[src/rtl/mem_pkg.sv]
`default_nettype none
// ============================================================================
// Module   : mem_pkg
// Purpose  : Access codes, controller states and size/alignment helpers.
// Revision : 1.0  initial release
// ============================================================================
package mem_pkg;

    typedef enum logic [3:0] {
        RW_LB  = 4'b1000,
        RW_LH  = 4'b1001,
        RW_LW  = 4'b1010,
        RW_SB  = 4'b1011,
        RW_LBU = 4'b1100,
        RW_LHU = 4'b1101,
        RW_SH  = 4'b1110,
        RW_SW  = 4'b1111
    } rw_code_e;

    typedef enum logic [2:0] {
        ST_IDLE = 3'd0,
        ST_REQ  = 3'd1,
        ST_WAIT = 3'd2,
        ST_DONE = 3'd3,
        ST_ERR  = 3'd4
    } state_e;

    typedef enum logic [1:0] {
        SZ_BYTE = 2'd0,
        SZ_HALF = 2'd1,
        SZ_WORD = 2'd2
    } size_e;

    function automatic size_e access_size(input rw_code_e code);
        size_e sz;
        case (code)
            RW_LB, RW_LBU, RW_SB: sz = SZ_BYTE;
            RW_LH, RW_LHU, RW_SH: sz = SZ_HALF;
            default:              sz = SZ_WORD;
        endcase
        return sz;
    endfunction

    function automatic logic is_store(input rw_code_e code);
        return (code == RW_SB) || (code == RW_SH) || (code == RW_SW);
    endfunction

    function automatic logic is_misaligned(input rw_code_e code, input logic [1:0] off);
        logic mis;
        case (access_size(code))
            SZ_HALF: mis = off[0];
            SZ_WORD: mis = (off != 2'b00);
            default: mis = 1'b0;
        endcase
        return mis;
    endfunction

endpackage
`default_nettype wire

[src/rtl/lsu_align.sv]
`default_nettype none
// ============================================================================
// Module   : lsu_align
// Purpose  : Byte enables, store lane replication and load extraction/extension.
// Revision : 1.0  initial release
// ============================================================================
module lsu_align
    import mem_pkg::*;
(
    input  rw_code_e    i_code,
    input  logic [1:0]  i_offset,
    input  logic [31:0] i_wdata,
    input  logic [31:0] i_rdata,
    output logic [3:0]  o_be,
    output logic [31:0] o_wdata,
    output logic [31:0] o_rdata
);

    logic        w_unsigned;
    logic [7:0]  w_byte;
    logic [15:0] w_half;

    assign w_unsigned = (i_code == RW_LBU) || (i_code == RW_LHU);
    assign w_byte     = i_rdata[{i_offset, 3'b000} +: 8];
    assign w_half     = i_rdata[{i_offset[1], 4'b0000} +: 16];

    always_comb begin
        o_be    = 4'b1111;
        o_wdata = i_wdata;
        o_rdata = i_rdata;
        case (access_size(i_code))
            SZ_BYTE: begin
                o_be    = 4'b0001 << i_offset;
                o_wdata = {4{i_wdata[7:0]}};
                o_rdata = w_unsigned ? {24'd0, w_byte} : {{24{w_byte[7]}}, w_byte};
            end
            SZ_HALF: begin
                o_be    = 4'b0011 << {i_offset[1], 1'b0};
                o_wdata = {2{i_wdata[15:0]}};
                o_rdata = w_unsigned ? {16'd0, w_half} : {{16{w_half[15]}}, w_half};
            end
            default: ;
        endcase
    end

endmodule
`default_nettype wire

[src/rtl/mem_access_ctrl.sv]
`default_nettype none
// ============================================================================
// Module   : mem_access_ctrl
// Purpose  : Single-outstanding load/store controller with gnt/rvalid timeout.
// Revision : 1.0  initial release
// ============================================================================
module mem_access_ctrl
    import mem_pkg::*;
#(
    parameter int TIMEOUT = 64
) (
    input  logic        clk,
    input  logic        rst,
    input  logic [3:0]  rw,
    input  logic [31:0] addr,
    input  logic [31:0] wdata,
    output logic        stall,
    output logic        done,
    output logic        err,
    output logic [31:0] rdata,
    output logic        mem_req,
    output logic        mem_we,
    output logic [31:0] mem_addr,
    output logic [3:0]  mem_be,
    output logic [31:0] mem_wdata,
    input  logic        mem_gnt,
    input  logic        mem_rvalid,
    input  logic [31:0] mem_rdata
);

    localparam int                 c_cnt_w    = (TIMEOUT > 1) ? $clog2(TIMEOUT) : 1;
    localparam logic [c_cnt_w-1:0] c_cnt_last = c_cnt_w'(TIMEOUT - 1);

    state_e             r_state;
    rw_code_e           r_code;
    logic [1:0]         r_off;
    logic [c_cnt_w-1:0] r_cnt;

    rw_code_e    w_code_in;
    rw_code_e    w_align_code;
    logic [1:0]  w_align_off;
    logic [3:0]  w_be;
    logic [31:0] w_wdata;
    logic [31:0] w_rdata_ext;

    assign w_code_in = rw_code_e'(rw);

    // The aligner serves the incoming instruction in IDLE and the captured one afterwards.
    assign w_align_code = (r_state == ST_IDLE) ? w_code_in  : r_code;
    assign w_align_off  = (r_state == ST_IDLE) ? addr[1:0]  : r_off;

    lsu_align u_lsu_align (
        .i_code   (w_align_code),
        .i_offset (w_align_off),
        .i_wdata  (wdata),
        .i_rdata  (mem_rdata),
        .o_be     (w_be),
        .o_wdata  (w_wdata),
        .o_rdata  (w_rdata_ext)
    );

    assign stall = ((r_state == ST_IDLE) && rw[3]) || (r_state == ST_REQ) || (r_state == ST_WAIT);

    always_ff @(posedge clk or posedge rst) begin
        if (rst) begin
            r_state   <= ST_IDLE;
            r_code    <= RW_LB;
            r_off     <= 2'b00;
            r_cnt     <= '0;
            mem_req   <= 1'b0;
            mem_we    <= 1'b0;
            mem_addr  <= '0;
            mem_be    <= '0;
            mem_wdata <= '0;
            done      <= 1'b0;
            err       <= 1'b0;
            rdata     <= '0;
        end else begin
            case (r_state)
                ST_IDLE: begin
                    if (rw[3]) begin
                        if (is_misaligned(w_code_in, addr[1:0])) begin
                            r_state <= ST_ERR;
                            done    <= 1'b1;
                            err     <= 1'b1;
                            rdata   <= '0;
                        end else begin
                            r_state   <= ST_REQ;
                            r_code    <= w_code_in;
                            r_off     <= addr[1:0];
                            r_cnt     <= '0;
                            mem_req   <= 1'b1;
                            mem_we    <= is_store(w_code_in);
                            mem_addr  <= {addr[31:2], 2'b00};
                            mem_be    <= w_be;
                            mem_wdata <= w_wdata;
                        end
                    end
                end
                ST_REQ: begin
                    // A grant on the final counted cycle still completes the access.
                    if (mem_gnt) begin
                        mem_req <= 1'b0;
                        r_cnt   <= '0;
                        if (is_store(r_code)) begin
                            r_state <= ST_DONE;
                            done    <= 1'b1;
                        end else begin
                            r_state <= ST_WAIT;
                        end
                    end else if (r_cnt == c_cnt_last) begin
                        mem_req <= 1'b0;
                        r_state <= ST_ERR;
                        done    <= 1'b1;
                        err     <= 1'b1;
                        rdata   <= '0;
                    end else begin
                        r_cnt <= r_cnt + 1'b1;
                    end
                end
                ST_WAIT: begin
                    if (mem_rvalid) begin
                        r_state <= ST_DONE;
                        done    <= 1'b1;
                        rdata   <= w_rdata_ext;
                    end else if (r_cnt == c_cnt_last) begin
                        r_state <= ST_ERR;
                        done    <= 1'b1;
                        err     <= 1'b1;
                        rdata   <= '0;
                    end else begin
                        r_cnt <= r_cnt + 1'b1;
                    end
                end
                ST_DONE, ST_ERR: begin
                    r_state <= ST_IDLE;
                    done    <= 1'b0;
                    err     <= 1'b0;
                end
                default: begin
                    r_state <= ST_IDLE;
                    done    <= 1'b0;
                    err     <= 1'b0;
                end
            endcase
        end
    end

endmodule
`default_nettype wire

[config.mk]
export PLATFORM = sky130hd
export DESIGN_NAME = mem_access_ctrl
export DESIGN_NICKNAME = d
export VERILOG_FILES = /design/src/rtl/mem_pkg.sv /design/src/rtl/lsu_align.sv /design/src/rtl/mem_access_ctrl.sv
export SDC_FILE = /design/constraint.sdc
export NUM_CORES = 1
export LEC_CHECK = 0
export ABC_CLOCK_PERIOD_IN_PS = 8270
export CORE_ASPECT_RATIO = 0.7
export CORE_MARGIN = 2
export CORE_UTILIZATION = 45
export DETAILED_ROUTE_END_ITERATION = 10
export PLACE_DENSITY = 0.9
export SYNTH_ARGS = -nofsm -noshare
export SYNTH_HDL_FRONTEND = slang
export SYNTH_SLANG_ARGS = --single-unit
[constraint.sdc]
create_clock -name clk -period 8.27 [get_ports clk]
set_input_delay 1.654 -clock clk [delete_from_list [all_inputs] [get_ports clk]]
set_output_delay 1.654 -clock clk [all_outputs]
set_load 0.02 [all_outputs]
==> impl_metrics.yaml <==
detailed_routing:
  vias_per_cell: 5.73
  antenna_left: 0
  drt_iter0_drc: 365
  first_pass_iters: 5
  routedWlPerCell_um: 19.3
  vias: 5138
  drt-total-wl_um: 17300
  drc: 0
worst_hold_path:
  hold-path-endpoint: "mem_wdata[10]"
  hold_path.startpoint: "mem_wdata[10]"
  worstHoldPathCells: 2
  min_path_type: "flip-flop to flip-flop"
job:
  maxCapViolCount: 0
floorplanning:
  core_um2: 12400
  die_area_um2: 13600
  io_pins: 209
  die_width_um: 138
  std_cell_rows: 34
  start_util: 0.460
  die_h_um: 98.1
clocking:
  htreeDepth: 4
  cts_buffers: 17
  cts_tree: "built"
  clock_sinks: 116
  hold_buffers: 0
  clk_pin_slew_ns: 0.06
  cts-root-buf: "clkbuf_16"
  post_cts_resized: 0
  clockBufferDepth: 2
  clk-insertion-delay-late_ns: 0.41
  post_cts_buffers: 0
place:
  io_buffers: 206
  finalWeightedCongestion: 0.890
  dpl_cell_area_um2: 7830
  pre_cts_slack_ns: 3.43
  dp.cells: 866
  dp_hpwl_um: 12300
status:
  status: "complete, no violations"
yosys:
  ys_seq_area_frac: 0.510
  synth-edff-count: 0
  synth_cell_types: 61
  yosys.area.top_type_share: 0.510
  syn_avg_cell_area_um2: 10.8
  syn-cell-area_um2: 5690
  yosysTopAreaCell: "dfrtp_1"
  synth_area_leaders: "dfrtp_1 51%, mux2_2 7.7%, mux2i_1 5.6%, o21ai_0 4.1%, o2bb2ai_1 3.4%"
  synth_flop_cell: "dfrtp_1"
  async_flop_share: 1.00
  ys_ff_latch: 116
  postSynthCellCount: 525
  yosysWarnings: 0
sta:
  finalSetupViolCount: 0
  fin_skew_ns: 0.0108
  period_minus_slack_ns: 4.84
  period_share: 0.585
  setup_slack_ns: 3.43
  tightest_slew_ns: 1.21
  max_freq_mhz: 207
  setup_tns_ns: 0
  drv_slew: 0
  finalHoldViolations: 0
  rsz0062_at_grt: "false"
  slew-limit-headroom: 0.196
  hold_ws_ns: 0.480
setup_path:
  cp-start-kind: "input port"
  r2r_slack_ns: 5.18
  reg2regPathDepth: 6
  rr_startpoint: "r_state[2]"
  regToRegEndpoint: "rdata[26]"
  critPathCaptureType: "output pin"
  critical_path_class: "input port to output pin"
  critPathMaxFanout: 8
  crit_arrival_ns: 3.18
  cp.required_ns: 6.62
final_layout:
  layout_common_cells: "206 x clkdlybuf4s50_1, 116 x dfrtp_1, 47 x o21ai_0"
  final_common_cell: "clkdlybuf4s50_1"
  design_area_um2: 8440
  final_cell_count_no_fill: 897
  syn_to_final_growth_pct: 48.4
  drive_gt1_frac: 0.117
  diodes: 0
  final_util: 0.682
  final_nets: 828
  fill_cells: 890
power_and_ir_drop:
  ir_drop_mv: 0.191
  leakagePower_nw: 3.62
  power_mw: 3.44
  power_density_nw_per_um2: 408
global_routing:
  grt_pass1_wl_um: 27700
  gr-total-overflow: 0
  grt_max_degree: 104
  gr-usage-all-layers: 0.258
  grt_pass1_vias: 5285
  antenna_found_initial: 0
cells in the mapped netlist (all sizes together), types with 9 or more instances:
library cell and n:
clkbuf 15, nor2b 9, mux2 41, mux2i 33, inv 13, a22o 10, o2bb2ai 22, o21ai 48
a21oi 23, buf 15, nand2b 9, dfrtp 116, nand3 9, nand2 47, nor2 42
worst max-delay path, cell delays in order:
cell and delay (ns):
clkdlybuf4s50_1 0.54, o31ai_1 0.37, inv_1 0.07, clkdlybuf4s50_1 0.54
worst max path at each step:
stage | from | to | slack (ns)
4_1_cts | rw[3] | stall | 3.43
3_3_place_gp | rw[3] | stall | 3.48
2_1_floorplan | rst | done | 3.54
6_report | rw[3] | stall | 3.43
5_1_grt | rw[3] | stall | 3.31
3_5_place_dp | rw[3] | stall | 3.43
layout make-up:
| type | count | area (um^2) | share of cell area |
|---|---|---|---|
| sequential | 116 | 2900 | 0.344 |
| multi-input combinational | 367 | 2600 | 0.308 |
| timing repair buffer | 208 | 2080 | 0.246 |
| clock buffer | 19 | 453 | 0.0537 |
| tap | 162 | 203 | 0.0240 |
| clock inverter | 12 | 155 | 0.0184 |
| inverter | 13 | 51.3 | 0.00608 |
where the power goes:
part	total, mW	leakage [nW]	internal [mW]	switching, mW
clock	0.762	0.295	0.489	0.273
combinational	1.71	1.86	0.781	0.933
sequential	0.965	1.46	0.797	0.168
total	3.44	3.62	2.07	1.37
per-layer routing:
layer  vias up  routed length [um]  GRT usage
li1       2319                   -          -
met1      2538                7290      0.339
met2       245                8090      0.406
met3        36                1470     0.0731
met4         0                 427      0.107
met5         -                   0          0
state kept, by name (all words and copies together) (netlist names), 2 cells and up:
name / count
mem_addr: 30
mem_be: 4
mem_wdata: 32
r_cnt: 6
r_code: 3
r_off: 2
r_state: 3
rdata: 32
kinds of logic (layout without fill, tap and decap cells):
group / after synthesis / in the layout / synth area share
AOI/OAI and AO/OA: 148 / 148 / 0.181
other: 1 / 2 / 0.000659
muxes: 76 / 76 / 0.149
and+or+nand+nor: 138 / 138 / 0.118
DFF: 116 / 116 / 0.510
buffers and inverters: 43 / 252 / 0.0350
xor gates and xnor gates: 2 / 2 / 0.00308
adders and majority gates: 1 / 1 / 0.00220
No activity file was read; power rests on OpenSTA's default activity.
==> RTL edit 1, RTL diff (same settings) <==
`TIMEOUT`: 64 -> 32.
--- a/src/rtl/mem_access_ctrl.sv
+++ b/src/rtl/mem_access_ctrl.sv
@@ -8,5 +8,5 @@
     import mem_pkg::*;
 #(
-    parameter int TIMEOUT = 64
+    parameter int TIMEOUT = 32
 ) (
     input  logic        clk,
Formal check against the unedited RTL: same outputs for any inputs over 4 cycles, from zero or initial values and one cycle with rst high; that may be too few to reach the edited logic, so the function may still have changed.
==> RTL edit 1 against the original RTL <==
Clock skew fell by 0.0032 ns; total power fell by 1.8%; setup slack got worse by 0.16 ns; synthesized area fell by 3.0%; sequential cell count fell by 1; wire length rose by 0.10%; sequential share of layout area rose by 0.14 points; cell area fell by 1.3%.
==> RTL edit 1: results (changes against the original RTL) <==
- Placement Setup Slack: 3.29 ns (-0.145 ns)
- DR vias: 5061 (-1.5%)
- Max-slew headroom: 14.7% (-4.9 points)
- Register-to-register setup slack: 5.30 ns (+0.12 ns)
- Hold_sp: mem_addr[6]
- Critical path arrival: 3.34 ns (+0.16 ns)
- Lkg Pwr: 3.57 nW (-1.3%)
- RD Place Congestion: 0.890 (about the same)
- Global-route wire length before repair: 27000 microns (-2.5%)
- Final Net Count: 808 (-2.4%)
- Initial drt markers: 363 (-0.55%)
- Hold Path Depth: 1 (-1)
- Ys async rst share: 100% (unchanged)
- Worst hold margin: 0.491 ns (+0.0111 ns)
- Drt wl/cell: 19.8 microns (+2.9%)
- Crit Path Max Fanout: 7 (-1)
- Hold Crit Endpoint: mem_addr[6]
- Total setup buffers inserted after CTS: 0 (unchanged)
- Status: finished, final reports clean
- Peak Freq: 200 MHz (-3.2%)
- Share of post-route cells with drive strength above 1: 10.1% (-1.6 points)
- Most instantiated cells after synthesis: 115 x dfrtp_1, 71 x nand2_1, 35 x o21ai_0
- Beginning of the worst register-to-register path: r_state[1]
- GRT Overall Usage: 26.6% (+0.88 points)
- Distinct cells, synth: 58 (-4.9%)
- Worst r2r path cells: 7 (+1)
- Non-filler instance count after layout: 873 (-2.7%)
- Drt first pass iters: 6 (+1)
- Post-synthesis sequential area ratio: 52.1% (+1.1 points)
- DP Area: 0.00767 sq mm (-2.1%)
- Slowest stage delay, CP: 0.56 ns (+0.02 ns)
- Post-synth top area share: 52.1% (+1.1 points)
- Hpwl dp: 12200 microns (-0.88%)
- Dpl cells: 841 (-2.9%)
- Synthesized netlist cell count: 506 (-3.6%)
- Max VDD drop: 0.273 mV (+43%)
- Clock skew: 0.00758 ns (-0.00325 ns)
-- RTL edit 1: cell count changes after synthesis, sizes merged, moves of 8 or more --
cell	before	now
a221o	0	29
a22o	10	2
mux2i	33	24
nand2	47	71
nor2	42	19
o21ai	48	57
o2bb2ai	22	1
-- RTL edit 1: metal layers --
layer / routed length (microns) / track usage (%) / vias to the layer above
li1: - / - / 2269
met1: 6610 / 31.4 / 2465
met3: 2160 / 12.8 / 32
met5: 0 / 0 / -
met2: 8130 / 42.6 / 295
met4: 386 / 8.97 / 0
-- RTL edit 1: cells by family (layout without fill, tap and decap cells) --
| group | Yosys count | count (layout) | synth area share, % |
|---|---|---|---|
| AO/OA/AOI/OAI | 151 | 151 | 18.9 |
| AND/OR/NAND/NOR | 123 | 123 | 10.6 |
| flip-flops | 115 | 115 | 52.1 |
| multiplexers | 69 | 69 | 14.1 |
| buffers and inverters | 44 | 253 | 3.72 |
| XOR/XNOR | 2 | 2 | 0.317 |
| adder cells (fa/ha/maj) | 1 | 1 | 0.227 |
| other | 1 | 2 | 0.0679 |
-- RTL edit 1: cell type report --
class	count	area (sq um)	area share (%)
repair buffers	210	2090	25.1
inverters	11	43.8	0.525
clock inverters	8	171	2.06
clock buffers	24	492	5.90
multi-input cells	348	2460	29.5
well taps	157	196	2.36
flip-flops and latches	115	2880	34.5
-- RTL edit 1: power breakdown --
part           internal (mW)  total, mW  switching (mW)
sequential             0.797      0.967           0.170
combinational          0.735       1.59           0.855
clock                  0.567      0.820           0.253
-- RTL edit 1: worst max-delay path: cells and delay by family --
kind            cells  cell delay, ns
compound gates      1            0.45
buf+inv             3            1.23
==> RTL edit 2, RTL diff (same settings) <==
Made on the original files. The 5 states of `state_e` get a one-hot encoding in 5 bits.
--- a/src/rtl/mem_pkg.sv
+++ b/src/rtl/mem_pkg.sv
@@ -18,10 +18,10 @@
     } rw_code_e;
 
-    typedef enum logic [2:0] {
-        ST_IDLE = 3'd0,
-        ST_REQ  = 3'd1,
-        ST_WAIT = 3'd2,
-        ST_DONE = 3'd3,
-        ST_ERR  = 3'd4
+    typedef enum logic [4:0] {
+        ST_IDLE = 5'b00001,
+        ST_REQ  = 5'b00010,
+        ST_WAIT = 5'b00100,
+        ST_DONE = 5'b01000,
+        ST_ERR  = 5'b10000
     } state_e;
 
Function: same outputs for any inputs over 4 cycles, from zero or initial values and one cycle with rst high; so few cycles prove little.
==> RTL edit 2 against the original RTL <==
Cell area up 6.6%; sequential power down 5.8%; sequential share of layout area down 1.6 points; setup slack worse by 0.42 ns; total power up 1.2%; count of clock-buffer cells in the layout down 2; sequential cell count up 2; wire length up 9.0%; synthesized area up 9.1%; cell count up 8.9%.
==> RTL edit 2: results (changes against the original RTL) <==
- Status: finished, final reports clean
- Vias per Instance: 5.79 (+1.0%)
- Drt wl/cell: 19.3 microns (about the same)
- Lkg Pwr: 3.72 nW (+3.0%)
- Port Buffer Count: 206 (unchanged)
- Initial antenna violation count: 0 (unchanged)
- Most instantiated cells after synthesis: 117 x dfrtp_1, 68 x nand2_1, 58 x o21ai_0
- Synth Area in XOR/XNOR: 0.141% (-0.17 points)
- Flop+latch power: 0.909 mW (-5.8%)
- Share of post-route cells with drive strength above 1: 14.9% (+3.2 points)
- Max VDD drop: 0.215 mV (+12%)
- Crit path time final: 5.25 ns (+0.416 ns)
- RD Place Congestion: 0.938 (+5.4%)
- Dpl cells: 945 (+9.1%)
- Register-to-register setup slack: 4.92 ns (-0.26 ns)
- Worst hold margin: 0.479 ns (-0.000358 ns)
- Met2 routed WL: 8520 microns (+5.2%)
- Wire length on met1: 8280 microns (+14%)
- CP max-delay cell: clkdlybuf4s50_1
- Diodes inserted: 0 (unchanged)
- Non-filler instance count after layout: 977 (+8.9%)
- Switch Pwr: 1.40 mW (+1.7%)
- Met3 wire len: 1650 microns (+12%)
- Grt met3 use: 6.56% (-0.75 points)
- Vias in the first global route: 5518 (+4.4%)
- Largest regs: mem_wdata: 32 flops, rdata: 32 flops, mem_addr: 30 flops
- Final Net Count: 884 (+6.8%)
- Distinct cells, synth: 66 (+8.2%)
- Met2 Use GR: 37.5% (-3.0 points)
- Clock skew: 0.0101 ns (-0.000738 ns)
- Pwr dens: 387 mW/mm^2 (-5.1%)
- GRT Overall Usage: 25.5% (-0.28 points)
- Post-synthesis sequential area ratio: 47.6% (-3.4 points)
- Multiplexer share of the synthesized area: 14.5% (-0.44 points)
- Met1 Use GR: 36.5% (+2.7 points)
- Placement Setup Slack: 3.04 ns (-0.391 ns)
- Slowest stage delay, CP: 0.61 ns (+0.07 ns)
- Synthesized netlist cell count: 589 (+12%)
- Hpwl dp: 13300 microns (+8.4%)
- Post-synthesis adder-cell area fraction: 0.202% (-0.018 points)
- Initial drt markers: 524 (+44%)
- Critical path arrival: 3.60 ns (+0.42 ns)
- HP Class: flip-flop to flip-flop
- Compound-gate portion of the synthesized area: 19.8% (+1.7 points)
- Crit Path Max Fanout: 9 (+1)
## RTL edit 2: changes by cell type in the layout (fill, tap and decap cells not counted), moves of 9 or more
cell	unedited run	this run
a22o_1	10	1
o2bb2ai_1	22	0
o21ai_0	47	58
nor2_1	42	29
nand2_1	46	68
or3_1	1	17
o311ai_2	0	9
mux2_2	39	51
## RTL edit 2: area by class of cell
cell class / instances / area, sq um
clock buffers: 17 / 425
clock inverters: 15 / 241
fillers: 1022 / 4310
inverters: 8 / 32.5
multi-input cells: 424 / 3020
flip-flops and latches: 118 / 2950
well taps: 185 / 231
repair buffers: 210 / 2090
## RTL edit 2: worst paths after layout
check                            from       endpoint  cells after the start
max in group asynchronous         rst       r_cnt[4]                      3
setup reg to reg           r_state[0]      rdata[12]                      6
hold / removal                 mem_we         mem_we                      2
min in group asynchronous         rst  mem_wdata[15]                      2
setup / recovery                rw[3]          stall                      6
hold reg to reg                mem_we         mem_we                      2
